## src/rtl/count_bus_monitor_if.sv

```systemverilog
// Count bus bundle: sampled bus and clear toward the monitor, lock/error status back.
// COUNT_BUS_MONITOR_CAPTURE_EN adds the err_data/err_expect capture signals.
interface count_bus_monitor_if #(
  parameter int WIDTH  = 8,
  parameter int STAT_W = 8
);
  logic              bus_valid;
  logic [WIDTH-1:0]  bus_data;
  logic              load_hint;
  logic              clear;
  logic              locked;
  logic              err_pulse;
  logic [STAT_W-1:0] err_count;
  logic [STAT_W-1:0] wrap_count;
`ifdef COUNT_BUS_MONITOR_CAPTURE_EN
  logic [WIDTH-1:0]  err_data;
  logic [WIDTH-1:0]  err_expect;

  modport master (
    output bus_valid, bus_data, load_hint, clear,
    input  locked, err_pulse, err_count, wrap_count, err_data, err_expect
  );
  modport slave (
    input  bus_valid, bus_data, load_hint, clear,
    output locked, err_pulse, err_count, wrap_count, err_data, err_expect
  );
`else
  modport master (
    output bus_valid, bus_data, load_hint, clear,
    input  locked, err_pulse, err_count, wrap_count
  );
  modport slave (
    input  bus_valid, bus_data, load_hint, clear,
    output locked, err_pulse, err_count, wrap_count
  );
`endif
endinterface

```

## src/rtl/count_bus_monitor.sv

```systemverilog
// Receive-side checker for the free-running count bus: tracks lock, continuity errors and wraps.
// Define COUNT_BUS_MONITOR_CAPTURE_EN to capture bus/expected values of the latest mismatch.
module count_bus_monitor #(
  parameter int WIDTH    = 8,
  parameter int LOCK_CNT = 4,
  parameter int STAT_W   = 8
) (
  input  logic               clk,
  input  logic               rst_n,
  count_bus_monitor_if.slave bus
);
  typedef enum logic [1:0] {
    IDLE    = 2'd0,
    ACQUIRE = 2'd1,
    LOCKED  = 2'd2
  } state_t;

  localparam logic [WIDTH-1:0]  EXP_MAX  = {WIDTH{1'b1}};
  localparam logic [WIDTH-1:0]  EXP_ONE  = {{(WIDTH-1){1'b0}}, 1'b1};
  localparam logic [STAT_W-1:0] STAT_MAX = {STAT_W{1'b1}};
  localparam logic [STAT_W-1:0] STAT_ONE = {{(STAT_W-1){1'b0}}, 1'b1};
  localparam logic [3:0]        LOCK_TGT = 4'(LOCK_CNT);
  localparam bit                LOCK_ONE = (LOCK_CNT == 1);

  function automatic logic [STAT_W-1:0] sat_inc(input logic [STAT_W-1:0] v);
    if (v == STAT_MAX) begin
      sat_inc = v;
    end else begin
      sat_inc = v + STAT_ONE;
    end
  endfunction

  state_t            state_q, state_d;
  logic [WIDTH-1:0]  expected_q, expected_d;
  logic [3:0]        match_cnt_q, match_cnt_d;
  logic              sample_s, match_s, ref_load_s, err_s, wrap_s;
  logic              locked_q, err_pulse_q, wrap_pend_q;
  logic [STAT_W-1:0] err_count_q, wrap_count_q;

  assign sample_s = bus.bus_valid;
  assign match_s  = (bus.bus_data == expected_q);

  // State, expected value and match counter registers
  always_ff @(posedge clk or negedge rst_n) begin
    if (!rst_n) begin
      state_q     <= IDLE;
      expected_q  <= {WIDTH{1'b0}};
      match_cnt_q <= 4'd0;
    end else begin
      state_q     <= state_d;
      expected_q  <= expected_d;
      match_cnt_q <= match_cnt_d;
    end
  end

  // Next-state decode
  always_comb begin
    state_d = state_q;
    case (state_q)
      IDLE: begin
        if (sample_s) state_d = LOCK_ONE ? LOCKED : ACQUIRE;
        else          state_d = IDLE;
      end
      ACQUIRE: begin
        if (sample_s && !bus.load_hint && match_s && ((match_cnt_q + 4'd1) >= LOCK_TGT))
          state_d = LOCKED;
        else
          state_d = ACQUIRE;
      end
      LOCKED: begin
        if (sample_s && !bus.load_hint && !match_s) state_d = ACQUIRE;
        else                                        state_d = LOCKED;
      end
      default: state_d = IDLE;
    endcase
  end

  // Datapath decode: reference loads, match counting, error and wrap events
  always_comb begin
    ref_load_s  = 1'b0;
    match_cnt_d = match_cnt_q;
    err_s       = 1'b0;
    case (state_q)
      IDLE: begin
        if (sample_s) begin
          ref_load_s  = 1'b1;
          match_cnt_d = LOCK_ONE ? 4'd0 : 4'd1;
        end else begin
          ref_load_s  = 1'b0;
        end
      end
      ACQUIRE: begin
        if (sample_s && (bus.load_hint || !match_s)) begin
          ref_load_s  = 1'b1;
          match_cnt_d = 4'd1;
        end else if (sample_s) begin
          match_cnt_d = match_cnt_q + 4'd1;
        end else begin
          match_cnt_d = match_cnt_q;
        end
      end
      LOCKED: begin
        if (sample_s && bus.load_hint) begin
          ref_load_s  = 1'b1;
        end else if (sample_s && !match_s) begin
          ref_load_s  = 1'b1;
          match_cnt_d = 4'd1;
          err_s       = 1'b1;
        end else begin
          ref_load_s  = 1'b0;
        end
      end
      default: begin
        match_cnt_d = 4'd0;
      end
    endcase
    expected_d = ref_load_s ? (bus.bus_data + EXP_ONE) : (expected_q + EXP_ONE);
    // Only a free-running roll-over while locked counts as a wrap
    wrap_s = (state_q == LOCKED) && !ref_load_s && (expected_q == EXP_MAX);
  end

  // Registered status outputs; the wrap is reported one cycle after expected reaches zero
  always_ff @(posedge clk or negedge rst_n) begin
    if (!rst_n) begin
      locked_q     <= 1'b0;
      err_pulse_q  <= 1'b0;
      wrap_pend_q  <= 1'b0;
      err_count_q  <= {STAT_W{1'b0}};
      wrap_count_q <= {STAT_W{1'b0}};
    end else begin
      locked_q    <= (state_d == LOCKED);
      err_pulse_q <= err_s;
      wrap_pend_q <= wrap_s;
      if (bus.clear) begin
        err_count_q  <= {STAT_W{1'b0}};
        wrap_count_q <= {STAT_W{1'b0}};
      end else begin
        if (err_s)       err_count_q  <= sat_inc(err_count_q);
        if (wrap_pend_q) wrap_count_q <= sat_inc(wrap_count_q);
      end
    end
  end

  assign bus.locked     = locked_q;
  assign bus.err_pulse  = err_pulse_q;
  assign bus.err_count  = err_count_q;
  assign bus.wrap_count = wrap_count_q;

`ifdef COUNT_BUS_MONITOR_CAPTURE_EN
  logic [WIDTH-1:0] err_data_q, err_expect_q;

  // Capture of the most recent locked mismatch
  always_ff @(posedge clk or negedge rst_n) begin
    if (!rst_n) begin
      err_data_q   <= {WIDTH{1'b0}};
      err_expect_q <= {WIDTH{1'b0}};
    end else if (bus.clear) begin
      err_data_q   <= {WIDTH{1'b0}};
      err_expect_q <= {WIDTH{1'b0}};
    end else if (err_s) begin
      err_data_q   <= bus.bus_data;
      err_expect_q <= expected_q;
    end
  end

  assign bus.err_data   = err_data_q;
  assign bus.err_expect = err_expect_q;
`endif
endmodule

```

## src/flat_wrapper.sv

```systemverilog
// flat-port wrapper written by rule: the top's interface ports become plain ports
module count_bus_monitor_flat 
#(
  parameter int WIDTH    = 8,
  parameter int LOCK_CNT = 4,
  parameter int STAT_W   = 8
)
  (clk, rst_n, bus_bus_valid, bus_bus_data, bus_load_hint, bus_clear, bus_locked, bus_err_pulse, bus_err_count, bus_wrap_count);
  count_bus_monitor_if #(.WIDTH(WIDTH), .STAT_W(STAT_W)) bus_i ();
  input  logic clk;
  input  logic rst_n;
  input wire logic [$bits(bus_i.bus_valid)-1:0] bus_bus_valid;
  input wire logic [$bits(bus_i.bus_data)-1:0] bus_bus_data;
  input wire logic [$bits(bus_i.load_hint)-1:0] bus_load_hint;
  input wire logic [$bits(bus_i.clear)-1:0] bus_clear;
  output wire logic [$bits(bus_i.locked)-1:0] bus_locked;
  output wire logic [$bits(bus_i.err_pulse)-1:0] bus_err_pulse;
  output wire logic [$bits(bus_i.err_count)-1:0] bus_err_count;
  output wire logic [$bits(bus_i.wrap_count)-1:0] bus_wrap_count;
  assign bus_i.bus_valid = bus_bus_valid;
  assign bus_i.bus_data = bus_bus_data;
  assign bus_i.load_hint = bus_load_hint;
  assign bus_i.clear = bus_clear;
  assign bus_locked = bus_i.locked;
  assign bus_err_pulse = bus_i.err_pulse;
  assign bus_err_count = bus_i.err_count;
  assign bus_wrap_count = bus_i.wrap_count;
  count_bus_monitor #(.WIDTH(WIDTH), .LOCK_CNT(LOCK_CNT), .STAT_W(STAT_W)) u_core (.clk(clk), .rst_n(rst_n), .bus(bus_i));
endmodule
```

## config.mk

```make
export PLATFORM = sky130hd
export DESIGN_NAME = count_bus_monitor_flat
export DESIGN_NICKNAME = d
export VERILOG_FILES = /design/src/rtl/count_bus_monitor_if.sv /design/src/rtl/count_bus_monitor.sv /design/src/flat_wrapper.sv
export SDC_FILE = /design/constraint.sdc
export NUM_CORES = 1
export LEC_CHECK = 0
export BUFFER_PORTS_ARGS = -buffer_cell sky130_fd_sc_hd__buf_2
export CAP_MARGIN = 20
export CORE_MARGIN = 3
export CORE_UTILIZATION = 30
export DETAILED_ROUTE_END_ITERATION = 7
export GPL_TIMING_DRIVEN = 0
export MAX_ROUTING_LAYER = met4
export SLEW_MARGIN = 10
export SYNTH_ARGS = -nofsm -noshare
export SYNTH_HDL_FRONTEND = slang
export SYNTH_SLANG_ARGS = --single-unit
```

## constraint.sdc

```tcl
create_clock -name clk -period 2.8 [get_ports clk]
set_clock_uncertainty 0.05 [all_clocks]
set_input_delay 0.28 -clock clk [delete_from_list [all_inputs] [get_ports clk]]
set_output_delay 0.28 -clock clk [all_outputs]
set_load 0.1 [all_outputs]
```

# Word-level counts from Yosys, hierarchy flattened
# Cells that the tools add are included.
dict set report word_totals {
  regBits 33
  out_inout_bits 18
  word_cells 70
  in_bits 13
}
dict set report classes {
  eq_ne 13
  reduce_logical 19
  order_cmp 1
  mux 24
  n_addsub 5
}
# operator n
set ops {}
lappend ops {{8-bit 2-to-1 mux} 7}
lappend ops {{8-bit by 1-bit adder with 8-bit output (second input constant)} 4}
lappend ops {{8-bit equality test (second input constant)} 3}
lappend ops {{4-bit 2-to-1 mux} 5}
lappend ops {{4-bit case mux with 3 select lines} 1}
lappend ops {{1-bit logical AND} 9}
lappend ops {{8-bit equality test} 1}
lappend ops {{2-bit inequality test (second input constant)} 4}
lappend ops {{1-bit 2-to-1 mux} 7}
lappend ops {{2-bit case mux with 3 select lines} 1}
lappend ops {{4-bit by 1-bit adder with 4-bit output (second input constant)} 1}
lappend ops {{2-bit equality test (second input constant)} 2}
lappend ops {{4-bit by 3-bit >= comparator with 1-bit output (second input constant)} 1}
lappend ops {{2-bit 2-to-1 mux} 2}
lappend ops {{2-bit AND reduction} 2}
lappend ops {{4-bit AND reduction} 1}
lappend ops {{2-bit nonzero test} 2}
lappend ops {{1-bit zero test} 3}
lappend ops {{3-bit by 2-bit inequality test with 1-bit output (second input constant)} 1}
lappend ops {{1-bit case mux with 3 select lines} 1}
lappend ops {{2-bit by 1-bit equality test with 1-bit output (second input constant)} 1}
lappend ops {{2-bit zero test} 1}
lappend ops {{2-bit by 1-bit inequality test with 1-bit output (second input constant)} 1}
lappend ops {{1-bit logical OR} 1}

# Longest topological paths before layout
dict set report logic_depth {
  ltp_word 9
  mapped_depth 11
  ltp_nobuf 10
}

# Worst setup path before layout
# Ideal clock, no wire load.
dict set report synth_path {
  path_type {reg2reg}
  start {reg u_core.expected_q[0]}
  end {reg u_core.expected_q[6]}
  setup_ns 0.136
  t_arrival_ns 2.183
  stages_incl_launch_ff 11
  setup_slack_ns 0.431
  synth_period_minus_slack_ns 2.369
  n_path_buf 0
  required_time_ns 2.614
  path_cell_list {dfrtp_1 -> xnor2_1 -> nand4_4 -> nor3_4 -> o22ai_4 -> mux2_4 -> ha_1 -> nand3_1 -> nor2_1 -> xnor2_1 -> mux2i_1}
}
dict set report synth_between {
  elab_chain_cells 7
  word_cells_on_any_way 11
  cone_classes {add/sub (1); eq/ne (1); mux (5); reduce/logical (4)}
}
# item line
set synth_rtl {}
lappend synth_rtl {{start: declaration} count_bus_monitor.sv:34} ;# logic [WIDTH-1:0] expected_q, expected_d;
lappend synth_rtl {{start signal: assignment} count_bus_monitor.sv:47} ;# expected_q <= {WIDTH{1'b0}};
lappend synth_rtl {{start signal: assignment} count_bus_monitor.sv:51} ;# expected_q <= expected_d;
lappend synth_rtl {{8-bit equality test} count_bus_monitor.sv:41} ;# assign match_s = (bus.bus_data == expected_q);
lappend synth_rtl {{1-bit zero test} {count_bus_monitor.sv:93, count_bus_monitor.sv:105}}
lappend synth_rtl {{1-bit logical AND or 1-bit logical OR (tied branches)} {count_bus_monitor.sv:105, count_bus_monitor.sv:93}}
lappend synth_rtl {{1-bit 2-to-1 mux or 1-bit logical AND (tied branches)} {count_bus_monitor.sv:105, count_bus_monitor.sv:93}}
lappend synth_rtl {{1-bit 2-to-1 mux (on tied branches)} {count_bus_monitor.sv:103, count_bus_monitor.sv:93}}
lappend synth_rtl {{1-bit case mux with 3 select lines} count_bus_monitor.sv:83} ;# case (state_q)
lappend synth_rtl {{8-bit 2-to-1 mux *} count_bus_monitor.sv:117} ;# expected_d = ref_load_s ? (bus.bus_data + EXP_ONE) : (expected_q + EXP_ONE);
lappend synth_rtl {{named net u_core.expected_d[6]} count_bus_monitor.sv:34}
# Mark *: on every way through the listed nets, which the timed path passes. The rest lies on a longest branch.
# A chain may end at the register's enable or synchronous reset.

# Worst setup path in the final report
dict set report layout_path {
  start {reg u_core.expected_q[6]}
  end {reg u_core.expected_q[6]}
}
# Same word-level chain as after synthesis.

==> key figures <==
Status
  • Status: finished, violations left
  • Failing checks: negative hold slack

CTS
  • Hold_buf cts: 0
  • Buffer count from post-CTS setup fixing: 0
  • Buffer depth of the longest clock path: 2
  • Clk sink count: 33
  • TritonCTS clock tree: yes
  • Clk_lat worst skew: 290 ps
  • Clock-pin slew on the worst setup and hold paths: 80 ps
  • Root Buffer: clkbuf_8
  • Cts bufs inserted: 5
  • Htree depth: 2

Logic synthesis
  • Ys Warns: 0
  • Async set-reset flop share out of synthesis: 100%
  • Seq/Total Area, Yosys: 40.8%
  • #FFs+latches synth: 33
  • Number of synthesized flops with an enable pin: 0
  • Yosys top cell by area: dfrtp_1
  • Synth cell types: 48
  • Synth area leaders: dfrtp_1 41%, xnor2_1 6.9%, xor2_1 4.8%, nor2_1 3.5%, mux2i_1 3.5%
  • Synthesized area: 2020 um2
  • Mapped Nets: 221
  • Top-area cell type share of the netlist area: 40.8%
  • Most common flop cell mapped by yosys: dfrtp_1
  • Mapped Cells: 204
  • Syn avg cell area: 9.91 um2

Die
  • Die Ht: 88.1 um
  • Ports: 31
  • Initial Util: 31.5%
  • FP Rows: 29
  • Die area: 7760 um2
  • Die width: 88.1 um
  • Core box area: 6420 um2

Layout
  • Area delta synth->final: 18.4%
  • Most frequent cells in the layout: 33 x dfrtp_1, 30 x buf_2, 19 x nor2_1
  • Antenna diodes: 0
  • Share of cells above drive strength 1: 23.8%
  • Most common cell after layout, fill and taps aside: dfrtp_1
  • Filler cells: 642
  • Final #Nets: 256

Timing
  • Hold Vio Cnt, Final: 8
  • Final WS setup: 200 ps
  • Period minus WS final: 2600 ps
  • Slew HR: 51.4%
  • Fin crit share: 92.8%
  • Tightest Pin Transition: 729 ps
  • Setup Total Neg Slack: 0 ps
  • Fin Hold WS: -13.0 ps
  • Maximum clock frequency: 385 MHz
  • RSZ-0062 raised after global routing: false
  • Slew Viols, Final: 0
  • Finish-stage setup viols: 0

Critical path
  • Worst reg2reg endpoint: u_core.expected_q[6]
  • CP cell instances: xnor2_1 -> nand4_4 -> nor3_4 -> o22ai_4 -> mux2_4 -> ha_1 -> nand3_1 -> nor2_1 -> xnor2_1 -> mux2i_1
  • Crit Path Max Fanout: 8
  • R2R cell count: 10
  • Critical path capture point type: flop
  • Largest stage delay, worst path: 410 ps
  • Worst R2R Start: u_core.expected_q[6]
  • CP Launch Type: flop
  • Kind of critical path: reg2reg
  • Worst setup path endpoint: u_core.expected_q[6]
  • Crit path from: u_core.expected_q[6]
  • Crit path DAT: 2710 ps
  • CP max-delay cell: dfrtp_1
  • Most common cell on crit path: xnor2_1
  • Reg2reg setup slack: 200 ps
  • Required time worst endpoint: 2910 ps

Flow run
  • Max Cap Viol: 0

Global routing
  • Initial antenna violation count: 0
  • Final global-route overflow total: 0
  • First-pass GRT wire length: 7460 um
  • Total track usage: 12.6%
  • Largest net degree at the start of global routing: 34
  • Vias in the first global route: 1622

Drt
  • Avg WL per Cell: 13.3 um
  • Drt pass-1 iters: 4
  • Residual DRC: 0
  • DRT iter0 DRCs: 117
  • WL final: 4220 um
  • Drt via density: 5.08
  • Post-route ant nets: 0
  • Overall via count from detail_route: 1610

Power
  • Worst VDD drop: 230 uV
  • P_leak: 0.00105 uW
  • PD cells: 507 nW/um2
  • Total Power: 1210 uW

Placement
  • IO buf count: 28
  • Final Wtd Congestion: 0.793
  • Dpl hpwl: 3140 um
  • Place WS: 144 ps

Min path
  • Worst hold path class: in2async
-- layout make-up --
class / instances / area (um2) / area share (%)
flip-flops and latches: 33 / 826 / 34.5
well taps: 77 / 96.3 / 4.03
repair buffers: 28 / 140 / 5.85
clock buffers: 6 / 82.6 / 3.45
multi-input cells: 161 / 1170 / 48.9
plain buffers: 6 / 26.3 / 1.10
inverters: 4 / 15.0 / 0.627
clock inverters: 2 / 37.5 / 1.57
-- metrics by stage --
stage / util, % / instances / area (um2) / hold WS (ps)
floorplan: - / 204 / 2020 / -65.6
global placement: 35.2 / 309 / 2260 / 349
detailed placement: 35.2 / 309 / 2260 / 352
CTS: 37.0 / 317 / 2380 / 26.1
global route: 37.3 / 317 / 2390 / 55.0
finish: 37.3 / 317 / 2390 / -13.0
-- per-layer routing --
| metal | GRT usage (%) | part of all wire [%] | vias up |
|---|---|---|---|
| met1 | 16.2 | 49 | 768 |
| li1 | - | - | 809 |
| met5 | - | 0 | - |
| met4 | 5.63 | 1.5 | 0 |
| met2 | 18.5 | 46 | 27 |
| met3 | 3.39 | 4.2 | 6 |
-- sequential cells by signal (all words and copies together), names as in the netlist --
| register | cells |
|---|---|
| u_core.bus.locked | 1 |
| u_core.match_cnt_q | 4 |
| u_core.expected_q | 8 |
| u_core.state_q | 2 |
| u_core.wrap_pend_q | 1 |
| u_core.bus.wrap_count | 8 |
| u_core.bus.err_count | 8 |
| u_core.bus.err_pulse | 1 |
-- where the power goes --
group / internal [uW] / switching (uW) / leakage (uW) / total (uW)
Clock: 289 / 190 / 0.0000574 / 480
Combinational: 89.7 / 111 / 0.000558 / 201
Sequential: 502 / 31.6 / 0.000432 / 533
-- worst min-delay path by stage --
stage          start                 endpoint  slack (ps)  cells past startpoint
5_1_grt        rst_n  u_core.bus.err_count[6]          50                      1
6_report       rst_n  u_core.bus.err_count[4]         -10                      1
3_5_place_dp   rst_n  u_core.bus.err_count[6]         350                      1
2_1_floorplan  rst_n  u_core.bus.err_count[0]         -70                      0
3_3_place_gp   rst_n  u_core.bus.err_count[6]         350                      1
4_1_cts        rst_n  u_core.bus.err_count[6]          30                      1
-- logic make-up (layout without fill, tap and decap cells) --
kind of cell    Yosys count  in the layout  synth area share (%)
compound gates           40             40                  15.2
xor+xnor                 28             28                  12.5
fa+ha+maj                 4              4                  2.48
buf+inv                  10             46                  2.04
flops                    33             33                  40.8
mux                       9              9                  4.95
simple gates             80             80                  22.0
-- worst max-delay path, delay by kind of cell (launching register included) --
family	cells	cell delay, ps
simple gates	4	710
xor+xnor	2	460
mux	2	420
flops	1	410
fa+ha+maj	1	230
compound gates	1	190
-- what timing repair did --
action / in CTS / in global routing
hold endpoints to repair: 0 / 0
gates resized for setup: 0 / 2
setup endpoints to repair: 0 / 2
-- cells in the mapped netlist (2+ instances only) --
cell       count
dfrtp_1       33
or3_1          6
buf_2          2
nand4_4        2
and3_1         2
nor3_1         3
inv_1          4
a32oi_1        2
mux2i_1        7
o21ai_0        7
nand4_1        5
nand3_1       13
a31o_2         2
o2111ai_1      2
a21oi_1        9
a22o_1         2
nor2_1        19
nand2_1       18
nor2b_1        2
xor2_1        11
o2bb2ai_1      2
ha_1           4
xnor2_1       16
o21a_1         2
nand2b_1       2
mux2_4         2
clkbuf_1       2
a31oi_1        2
or3b_2         2
(Power assumes the default switching activity.)
